File: src/rtl/neuron_pkg.sv
// Shared constants and FSM state encoding for the neuron step scheduler.
// V_RESET is also used by the membrane-potential register so both presets match.
package neuron_pkg;

    localparam int W    = 21;
    localparam int FRAC = 9;

    // 10.0 in Q12.9: preset value of the potential register
    localparam logic signed [W-1:0] V_RESET  = 21'sh01400;
    // 30.0 in Q12.9: spike threshold (inclusive)
    localparam logic signed [W-1:0] V_THRESH = 21'sh03C00;

    typedef enum logic [2:0] {
        S_IDLE   = 3'd0,
        S_INIT   = 3'd1,
        S_CALC   = 3'd2,
        S_UPDATE = 3'd3,
        S_CHECK  = 3'd4,
        S_REFR   = 3'd5,
        S_DONE   = 3'd6
    } state_t;

endpackage

File: src/rtl/neuron_step_sched.sv
// Sequencing controller for a Q12.9 membrane-potential register and its update
// datapath: presets the potential, waits out the compute latency, captures the
// next value, thresholds it, emits spikes and applies a refractory period.
module neuron_step_sched #(
    parameter int                            W        = neuron_pkg::W,
    parameter logic signed [neuron_pkg::W-1:0] V_RESET  = neuron_pkg::V_RESET,
    parameter logic signed [neuron_pkg::W-1:0] V_THRESH = neuron_pkg::V_THRESH,
    parameter int                            CALC_LAT = 3,
    parameter int                            REFRAC   = 2,
    parameter int                            CNT_W    = 16
) (
    input  logic                    clk,
    input  logic                    rst_n,
    input  logic                    start,
    input  logic                    abort,
    input  logic [CNT_W-1:0]        n_steps,
    input  logic signed [W-1:0]     v_q,
    output logic                    v_set,
    output logic                    v_en,
    output logic                    spike,
    output logic                    busy,
    output logic                    done,
    output logic                    aborted,
    output logic [CNT_W-1:0]        step_idx,
    output logic [CNT_W-1:0]        spike_count
);

    import neuron_pkg::*;

    // Counter reload values; the latency counter counts CALC_LAT-1 down to 0
    localparam logic [3:0] LAT_LOAD   = 4'(CALC_LAT - 1);
    localparam logic [3:0] REFR_LOAD  = 4'(REFRAC);
    localparam logic [3:0] CNT4_ZERO  = 4'd0;
    localparam logic [3:0] CNT4_ONE   = 4'd1;

    state_t           state;
    logic [CNT_W-1:0] n_lat;
    logic [3:0]       lat_cnt;
    logic [3:0]       refr_cnt;
    logic [CNT_W-1:0] step_inc;
    logic             spike_hit;
    logic             busy_state;

    // Threshold decode: only CHECK looks at v_q, and the compare is signed and inclusive
    always_comb begin
        spike_hit  = (state == S_CHECK) && (v_q >= V_THRESH);
        busy_state = (state == S_INIT) || (state == S_CALC) || (state == S_UPDATE) ||
                     (state == S_CHECK) || (state == S_REFR);
        step_inc   = step_idx + {{(CNT_W-1){1'b0}}, 1'b1};
    end

    // Outputs decoded from state; spike and v_set additionally see the CHECK compare
    assign spike = spike_hit;
    assign v_set = (state == S_INIT) || spike_hit;
    assign v_en  = (state == S_UPDATE);
    assign busy  = busy_state;
    assign done  = (state == S_DONE);

    // Main sequencer: state, step/spike/latency/refractory counters and abort flag
    always_ff @(posedge clk or negedge rst_n) begin
        if (!rst_n) begin
            state       <= S_IDLE;
            n_lat       <= '0;
            lat_cnt     <= 4'd0;
            refr_cnt    <= 4'd0;
            step_idx    <= '0;
            spike_count <= '0;
            aborted     <= 1'b0;
        end else begin
            case (state)
                S_IDLE: begin
                    if (start) begin
                        n_lat   <= n_steps;
                        aborted <= 1'b0;
                        state   <= (n_steps == '0) ? S_DONE : S_INIT;
                    end
                end
                S_INIT: begin
                    step_idx    <= '0;
                    spike_count <= '0;
                    lat_cnt     <= LAT_LOAD;
                    state       <= S_CALC;
                end
                S_CALC: begin
                    if (lat_cnt == CNT4_ZERO) begin
                        state <= S_UPDATE;
                    end else begin
                        lat_cnt <= lat_cnt - CNT4_ONE;
                    end
                end
                S_UPDATE: begin
                    state <= S_CHECK;
                end
                S_CHECK: begin
                    step_idx <= step_inc;
                    if (spike_hit) begin
                        refr_cnt <= REFR_LOAD;
                        if (spike_count != '1) begin
                            spike_count <= spike_count + {{(CNT_W-1){1'b0}}, 1'b1};
                        end
                    end
                    // Finishing the run wins over entering refractory
                    if (step_inc == n_lat) begin
                        state <= S_DONE;
                    end else if (spike_hit && (REFR_LOAD != CNT4_ZERO)) begin
                        state <= S_REFR;
                    end else begin
                        lat_cnt <= LAT_LOAD;
                        state   <= S_CALC;
                    end
                end
                S_REFR: begin
                    step_idx <= step_inc;
                    refr_cnt <= refr_cnt - CNT4_ONE;
                    if (step_inc == n_lat) begin
                        state <= S_DONE;
                    end else if (refr_cnt == CNT4_ONE) begin
                        lat_cnt <= LAT_LOAD;
                        state   <= S_CALC;
                    end
                end
                S_DONE: begin
                    state <= S_IDLE;
                end
                default: begin
                    state <= S_IDLE;
                end
            endcase
            // Abort overrides only the next state; counter updates of this cycle still happen
            if (abort && busy_state) begin
                state   <= S_DONE;
                aborted <= 1'b1;
            end
        end
    end

endmodule

File: config.mk
export PLATFORM = sky130hd
export DESIGN_NAME = neuron_step_sched
export DESIGN_NICKNAME = d
export VERILOG_FILES = /design/src/rtl/neuron_pkg.sv /design/src/rtl/neuron_step_sched.sv
export SDC_FILE = /design/constraint.sdc
export NUM_CORES = 1
export LEC_CHECK = 0
export ABC_AREA = 1
export ABC_CLOCK_PERIOD_IN_PS = 1900
export CORE_MARGIN = 10
export CORE_UTILIZATION = 40
export DETAILED_ROUTE_END_ITERATION = 10
export PLACE_DENSITY = 0.68
export SETUP_SLACK_MARGIN = 0.4
export SYNTH_ARGS = -nofsm -noshare
export SYNTH_HDL_FRONTEND = slang
export SYNTH_SLANG_ARGS = --single-unit
File: constraint.sdc
create_clock -name clk -period 1.9 [get_ports clk]
set_clock_uncertainty 0.05 [all_clocks]
set_input_delay 0.285 -clock clk [delete_from_list [all_inputs] [get_ports clk]]
set_output_delay 0.285 -clock clk [all_outputs]
set_load 0.05 [all_outputs]
==> parameters.txt, run 1 <==
Parameter                              Value

STA
  Hold violation total from the final report    0
  Slew at the pin closest to its max-slew limit    0.522 ns
  # setup viols final    25
  Setup slack of the critical path after layout    -0.294 ns
  Final critical-path required period    between 2 and 2.5 ns
  Number of max-slew violations in the final report    0
  RSZ-0062 raised after global routing    true
  Max Clock Freq    about 460 MHz
  Ratio of final minimum period to clock period    115%
  Worst relative slew slack    around 65%

Final layout
  Number of antenna cells inserted    0
  Share of the core filled with cells    72.7%
  Combined area of the multi-input logic cells    around 0.0028 sq mm
  FF/Latch Area    around 0.0015 sq mm
  Number of fill cells in the layout    ~600
  Share of final-layout standard cells stronger than drive strength 1    roughly half
  Non-filler instance count after layout    828
  Layout-stage area growth over the synthesis result    77.4%
  Number of nets in the finished design    ~760

Critical path
  Capturing point of the worst reg2reg path    state[0]$_DFFE_PN0P_
  Reg-to-reg startpoint    step_idx[1]$_DFFE_PN0P_
  Launching element type of the critical path    register
  Data required time at the worst endpoint    between 2 and 2.5 ns
  Highest cell delay on the worst timing path    between 0.4 and 0.5 ns
  Number of cells on the worst reg-to-reg path    13
  Delay-heaviest family, CP    simple AND/OR/NAND/NOR gates
  Crit path buffers/inverters    0
  Cell-by-cell listing of the critical path    ha_4, nand2_4, nor2_4, nand3_2, nand3_1, nand2_2, nor2_1, nand2_1, nor2_4, nand3_4, nand2_2, nand3_2, o21bai_1
  Worst Setup End Kind    register
  Slowest-stage cell, CP    sky130_fd_sc_hd__dfrtp_2
  Classification of the worst setup path    reg2reg
  CP Max Fanout    5
  Levels on crit path    13
  Register-to-register setup slack    -0.29 ns
  Arrival time at the worst endpoint    around 2.4 ns

Detailed routing
  Per-cell via count in the routed design    5.39
  Highest metal layer with signal wires    met4
  First-pass iteration count of the detailed router    5
  Wire length per cell after detailed routing    between 15 and 20 microns
  Iter 0 DRT Violations    311
  Wire length reported by the detailed router    14.2 mm
  Detail Route Antenna Nets    0
  Met2 wire len    around 7.5 mm
  Post-Route M1 WL    ~5.5 mm
  Count of unresolved DRC violations after routing    0
  Via count    about 4500
  Routed wl met3    roughly 850 microns

CTS
  CTS tree    built
  Count of H-tree levels built during CTS    3
  Clk sink count    60
  Num CTS Buffers    9
  Clock-pin slew reported for the worst setup and hold paths after clock tree synthesis    ~0.080 ns
  Clock tree root driver cell    sky130_fd_sc_hd__clkbuf_8
  Longest Clk Path Bufs    2
  Skew-Pair Late Insertion Delay    0.35 ns

Yosys
  Cell accounting for the most synthesized area    sky130_fd_sc_hd__dfrtp_1
  Top-area cell type share of the netlist area    about two fifths
  Multiplexer share of the synthesized area    less than 1%
  Mean area per synthesized cell    between 7 and 8 sq um
  Post-synth EDFFs    0
  Number of library cell types mapped by synthesis    36
  Syn. warnings    0
  Main area contributors after synthesis    sky130_fd_sc_hd__dfrtp_1 40%, sky130_fd_sc_hd__nand2_1 14%, sky130_fd_sc_hd__nand3_1 6.8%
  Synth Net Count    ~570
  Post-Syn Area    0.00377 sq mm
  Post-synthesis simple-gate area fraction    37.0%
  XOR/XNOR share of the synthesized area    about 3.0%
  Seq cells post-synth    60
  Compound-cell area share of the yosys netlist    approximately a tenth
  Post-synth ARST share    between 90% and 100%
  Combinational family with the most area after synthesis    simple AND/OR/NAND/NOR gates
  Top FF cell, synth    sky130_fd_sc_hd__dfrtp_1
  Post-synthesis cell count    528
  Proportion of synthesized chip area in sequential cells    between 30% and 40%
  Adder-cell area share of the yosys netlist    roughly 1.7%

Global routing
  Global-route total usage across every layer    19.1%
  First-pass GRT wire length    ~21 mm
  Vias in the first global route    approximately 4400
  Grt total ovfl    0
  Number of antenna violations at the first check in global routing    0
  Largest net degree at the start of global routing    43

Floorplanning
  Starting density of the core    41.0%
  Die width    approximately 120 microns
  Top Ports    between 70 and 80
  Die outline height    117 microns
  Core Footprint    ~0.0092 sq mm
  Die ar.    approximately 0.014 sq mm
  Site Rows    35

Power and ir drop
  Power share of the clock group    between 10% and 20%
  P_sw    between 3000 and 4000 uW
  Peak supply drop    0.720 mV
  Power share of the combinational group    about 64%
  Reported leakage power    a little over 0.003 uW
  Sequential power share    ~23%
  Internal power    ~4700 uW
  Switching part of the total    45.7%
  Pwr dens    between 1000 and 1500 mW/mm^2

Hold path
  Class of the worst hold path    in2async

Placed design
  Last weighted congestion value of the routability-driven placer    0.916
  Detailed Place HPWL    around 8.6 mm
  Post-placement worst setup slack    -0.233 ns
  Port bufs    68
  Cell total after placement    753

Run status
  Status    complete, but fails checks
  Failing checks    negative setup slack

Flow run
  Number of maximum-capacitance violations    0
per-stage QoR:
stage	setup TNS, ns	total power (uW)	hold WS [ns]	cell area, sq um
6_report	-2.57	8640	0.403	6690
5_1_grt	-4.94	9130	0.426	6690
3_5_place_dp	-1.62	5350	0.233	5100
4_1_cts	-0.725	7450	0.407	5950
3_3_place_gp	-1.05	5250	0.224	5100
2_1_floorplan	-0.537	4080	-0.0606	3940
state kept, by name (all words and copies together), names as in the netlist:
register	cells
refr_cnt	4
n_lat	16
aborted	1
state	3
spike_count	16
lat_cnt	4
step_idx	16
area by class of cell:
cell class                 count  area share, %
clock inverter                 7           1.01
tap                          111           2.08
inverter                      70           4.23
multi-input combinational    393           42.2
sequential                    60           22.9
timing repair buffer         178           25.7
clock buffer                   9           1.85
metal layers:
layer	up-vias	global-route usage, %
met5	-	0
met4	0	6.51
met3	33	4.89
met2	153	33.5
met1	2160	22.0
li1	2121	-
cell usage in the layout, fill, tap and decap left out, types with 18 or more instances in the layout:
master / netlist / final
sky130_fd_sc_hd__nand3_1: 51 / 45
sky130_fd_sc_hd__buf_6: 0 / 30
sky130_fd_sc_hd__nor2_4: 3 / 29
sky130_fd_sc_hd__dfrtp_1: 60 / 34
sky130_fd_sc_hd__nor2_1: 55 / 29
sky130_fd_sc_hd__clkdlybuf4s50_1: 0 / 29
sky130_fd_sc_hd__nand2_1: 144 / 100
sky130_fd_sc_hd__dfrtp_2: 0 / 26
sky130_fd_sc_hd__inv_1: 68 / 54
sky130_fd_sc_hd__nand2_2: 6 / 32
sky130_fd_sc_hd__nand2_4: 1 / 18
sky130_fd_sc_hd__buf_4: 0 / 99
logic make-up after synthesis:
kind of cell | after synthesis
fa+ha+maj | 5
compound gates | 64
flops | 60
xor+xnor | 13
buf+inv | 76
mux | 3
simple gates | 307
synth_stat cells, types with 3 or more instances:
library cell,n
sky130_fd_sc_hd__nand2_1,144
sky130_fd_sc_hd__inv_1,68
sky130_fd_sc_hd__dfrtp_1,60
sky130_fd_sc_hd__nor2_1,55
sky130_fd_sc_hd__nand3_1,51
sky130_fd_sc_hd__a21oi_1,18
sky130_fd_sc_hd__nand4_1,16
sky130_fd_sc_hd__o21ai_0,16
sky130_fd_sc_hd__o22ai_1,10
sky130_fd_sc_hd__xor2_1,10
sky130_fd_sc_hd__nor3_1,8
sky130_fd_sc_hd__o31ai_1,7
sky130_fd_sc_hd__nand2_2,6
sky130_fd_sc_hd__nor2_2,6
sky130_fd_sc_hd__nor4_1,6
sky130_fd_sc_hd__clkbuf_1,5
sky130_fd_sc_hd__ha_1,5
sky130_fd_sc_hd__nand3b_1,5
sky130_fd_sc_hd__o21ai_1,4
sky130_fd_sc_hd__mux2_2,3
sky130_fd_sc_hd__nor2_4,3
sky130_fd_sc_hd__xnor2_1,3
power by group through the flow:
stage               Combinational, uW  Sequential [uW]  Clock, uW
floorplan                        1920             2160          0
global placement                 3330             1920          0
detailed placement               3410             1940          0
CTS                              4360             1920       1170
global route                     5880             2000       1250
finish                           5510             1960       1170
timing repair:
action | in CTS | in global routing
pin swaps | 22 | 44
setup endpoints to repair | 55 | 65
hold buffers | 1 | 0
gates cloned | 3 | 2
endpoints found under the hold margin | 18 | 0
setup buffers | 28 | 25
resized for setup | 115 | 127
worst reg2reg max path, cell delays in order, from the launching register on:
cell                       delay, ns
sky130_fd_sc_hd__dfrtp_2        0.42
sky130_fd_sc_hd__ha_4           0.19
sky130_fd_sc_hd__nand2_4        0.08
sky130_fd_sc_hd__nor2_4         0.17
sky130_fd_sc_hd__nand3_2        0.10
sky130_fd_sc_hd__nand3_1        0.11
sky130_fd_sc_hd__nand2_2        0.08
sky130_fd_sc_hd__nor2_1         0.09
sky130_fd_sc_hd__nand2_1        0.10
sky130_fd_sc_hd__nor2_4         0.21
sky130_fd_sc_hd__nand3_4        0.12
sky130_fd_sc_hd__nand2_2        0.08
sky130_fd_sc_hd__nand3_2        0.08
sky130_fd_sc_hd__o21bai_1       0.20
worst max-delay path by stage:
stage / slack [ns] / to / startpoint
3_5_place_dp: -0.23 / lat_cnt[3]$_DFFE_PN0P_ / step_idx[1]$_DFFE_PN0P_
6_report: -0.29 / state[0]$_DFFE_PN0P_ / step_idx[1]$_DFFE_PN0P_
2_1_floorplan: -0.08 / lat_cnt[0]$_DFFE_PN0P_ / step_idx[1]$_DFFE_PN0P_
4_1_cts: -0.13 / state[1]$_DFFE_PN0P_ / step_idx[0]$_DFFE_PN0P_
5_1_grt: -0.41 / state[0]$_DFFE_PN0P_ / step_idx[1]$_DFFE_PN0P_
3_3_place_gp: -0.16 / lat_cnt[0]$_DFFE_PN0P_ / step_idx[1]$_DFFE_PN0P_
No activity file was read; power rests on OpenSTA's default activity.
==> run 2: changes to the inputs <==
--- a/config.mk
+++ b/config.mk
@@ -6,11 +6,12 @@
 export NUM_CORES = 1
 export LEC_CHECK = 0
 export ABC_AREA = 1
-export ABC_CLOCK_PERIOD_IN_PS = 1900
+export ABC_CLOCK_PERIOD_IN_PS = 2300
 export CORE_MARGIN = 10
 export CORE_UTILIZATION = 40
 export DETAILED_ROUTE_END_ITERATION = 10
-export PLACE_DENSITY = 0.68
+export PLACE_DENSITY = 0.65
+export REMOVE_ABC_BUFFERS = 1
 export SETUP_SLACK_MARGIN = 0.4
 export SYNTH_ARGS = -nofsm -noshare
 export SYNTH_HDL_FRONTEND = slang
==> constraint.sdc (replaced) <==
create_clock -name clk -period 2.3 [get_ports clk]
set_clock_uncertainty 0.05 [all_clocks]
set_input_delay 0.345 -clock clk [delete_from_list [all_inputs] [get_ports clk]]
set_output_delay 0.345 -clock clk [all_outputs]
set_load 0.05 [all_outputs]
==> parameters.txt, run 2 (synthesized netlist as in run 1, its figures left out) <==
Parameter                              Value

Run status
  Status    completed

Critical path
  Capturing point of the worst reg2reg path    state[0]$_DFFE_PN0P_
  Delay-heaviest family, CP    simple AND/OR/NAND/NOR gates
  Critical path's most frequent cell    sky130_fd_sc_hd__nand3_2
  Worst Setup End Kind    register
  Arrival time at the worst endpoint    2.33 ns
  Highest cell delay on the worst timing path    0.37 ns
  Register-to-register setup slack    ~0.18 ns
  CP Max Fanout    5
  Data required time at the worst endpoint    approximately 2.5 ns
  Reg-to-reg startpoint    step_idx[0]$_DFFE_PN0P_
  Slowest-stage cell, CP    sky130_fd_sc_hd__dfrtp_1
  Cell-by-cell listing of the critical path    buf_6, ha_4, nand2_4, nor2_4, nand3_2, nand3_2, nand2_1, nor2_1, nand2_1, nor2_4, nand3_4, nand2_2, nand3_2, o21bai_1
  Number of cells on the worst reg-to-reg path    14
  Crit path buffers/inverters    1
  Classification of the worst setup path    reg2reg
  Launching element type of the critical path    register

CTS
  Longest Clk Path Bufs    2
  Clock-pin slew reported for the worst setup and hold paths after clock tree synthesis    around 0.08 ns
  Count of H-tree levels built during CTS    3
  Clk sink count    60
  Num CTS Buffers    9
  CTS tree    built
  Skew-Pair Late Insertion Delay    0.34 ns
  Clock tree root driver cell    sky130_fd_sc_hd__clkbuf_8

Final layout
  Number of fill cells in the layout    between 800 and 900
  Combined area of the multi-input logic cells    around 0.0022 sq mm
  Number of antenna cells inserted    0
  Non-filler instance count after layout    between 700 and 800
  FF/Latch Area    roughly 0.0015 sq mm
  Biggest registers after layout    n_lat x16, spike_count x16, step_idx x16
  Layout-stage area growth over the synthesis result    42.4%
  Number of nets in the finished design    roughly 690
  Commonest non-fill, non-tap cell in the layout    sky130_fd_sc_hd__nand2_1
  Most frequent cells in the layout    130 x sky130_fd_sc_hd__nand2_1, 59 x sky130_fd_sc_hd__inv_1, 57 x sky130_fd_sc_hd__dfrtp_1, 44 x sky130_fd_sc_hd__nand3_1, 43 x sky130_fd_sc_hd__nor2_1
  Share of final-layout standard cells stronger than drive strength 1    between 20% and 30%
  Final std cell area, no fill    about 0.0054 sq mm

Hold path
  Sink of the worst hold path    aborted$_DFFE_PN0P_
  Cell count of the worst hold path    2
  Startpoint of the lowest-slack hold path    aborted$_DFFE_PN0P_
  Class of the worst hold path    reg2reg

Power and ir drop
  Pwr dens    a little over 1000 mW/mm^2
  Reported leakage power    ~0.0026 uW
  Peak supply drop    approximately 0.55 mV
  Overall power of the completed layout    roughly 5600 uW

Floorplanning
  Die outline height    about 120 microns
  Core Footprint    a little over 0.009 sq mm
  Top Ports    79
  Site Rows    35
  Starting density of the core    between 40% and 50%
  Die ar.    0.0137 sq mm
  Die width    117 microns

Detailed routing
  First-pass iteration count of the detailed router    5
  Iter 0 DRT Violations    280
  Per-cell via count in the routed design    5.23
  Wire length per cell after detailed routing    around 15 microns
  Via count    between 3000 and 4000
  Count of unresolved DRC violations after routing    0
  Detail Route Antenna Nets    0
  Wire length reported by the detailed router    around 12 mm

Placed design
  Last weighted congestion value of the routability-driven placer    0.905
  Port bufs    between 60 and 70
  Placed Instance Area    0.00471 sq mm
  Post-placement worst setup slack    ~0.13 ns
  Detailed Place HPWL    ~8.4 mm
  Cell total after placement    roughly 720

STA
  RSZ-0062 raised after global routing    true
  Max Clock Freq    about 470 MHz
  Hold violation total from the final report    0
  Slew at the pin closest to its max-slew limit    between 0.5 and 0.6 ns
  # setup viols final    0
  Final critical-path required period    approximately 2.1 ns
  Setup slack of the critical path after layout    roughly 0.18 ns
  Hold Slack    about 0.43 ns
  Worst relative slew slack    roughly two thirds
  Number of max-slew violations in the final report    0
  Ratio of final minimum period to clock period    between 90% and 100%

Global routing
  Vias in the first global route    between 4000 and 5000
  Number of antenna violations at the first check in global routing    0
  Global-route total usage across every layer    17.2%
  First-pass GRT wire length    ~19 mm
  Grt total ovfl    0
  Largest net degree at the start of global routing    between 60 and 70

Flow run
  Number of maximum-capacitance violations    0
-- run 2: timing repair --
action / in CTS / in global routing
gates resized for setup: 80 / 41
endpoints found under the setup margin: 44 / 35
pin swaps: 22 / 28
setup buffers: 13 / 14
hold buffers: 1 / 0
gates cloned: 0 / 1
endpoints found under the hold margin: 60 / 0
-- run 2: worst reg2reg max path, delay by kind of cell, from the launching register on --
kind / cells / cell delay (ns)
flops: 1 / 0.37
compound gates: 1 / 0.17
simple gates: 11 / 1.16
buf+inv: 1 / 0.11
fa+ha+maj: 1 / 0.17
-- run 2: how the worst max path moves through the flow --
stage | startpoint | endpoint | slack (ns) | cells after the start
floorplan | state[1]$_DFFE_PN0P_ | v_set | -0.27 | 7
global placement | step_idx[0]$_DFFE_PN0P_ | lat_cnt[3]$_DFFE_PN0P_ | 0.21 | 12
detailed placement | step_idx[0]$_DFFE_PN0P_ | lat_cnt[3]$_DFFE_PN0P_ | 0.13 | 12
CTS | state[0]$_DFFE_PN0P_ | busy | 0.17 | 9
global route | step_idx[0]$_DFFE_PN0P_ | state[0]$_DFFE_PN0P_ | 0.03 | 14
finish | step_idx[0]$_DFFE_PN0P_ | state[0]$_DFFE_PN0P_ | 0.18 | 14
-- run 2: area by class of cell --
cell class                 count  area share, %
inverter                      70           5.03
multi-input combinational    392           41.3
timing repair buffer         111           18.9
tap                          111           2.59
clock inverter                 4           1.35
timing repair inverter         1         0.0932
clock buffer                  12           2.70
sequential                    60           28.0
-- run 2: routing by layer --
metal  GRT usage, %  vias up  part of all wire, %
li1               -     1974                    -
met1           19.9     1886                   41
met2           30.1      107                   51
met3           4.13       13                  6.3
met4           6.67        0                  1.5
met5              0        -                    0
-- run 2: power by group --
group	switching, uW	internal (uW)
sequential	234	1330
combinational	1810	1110
clock	447	640
total	2490	3080
-- run 2: metrics by stage --
stage | setup TNS (ns) | utilization (%)
floorplan | -0.284 | -
global placement | 0 | 51.3
detailed placement | 0 | 51.3
CTS | 0 | 55.8
global route | 0 | 58.4
finish | 0 | 58.4
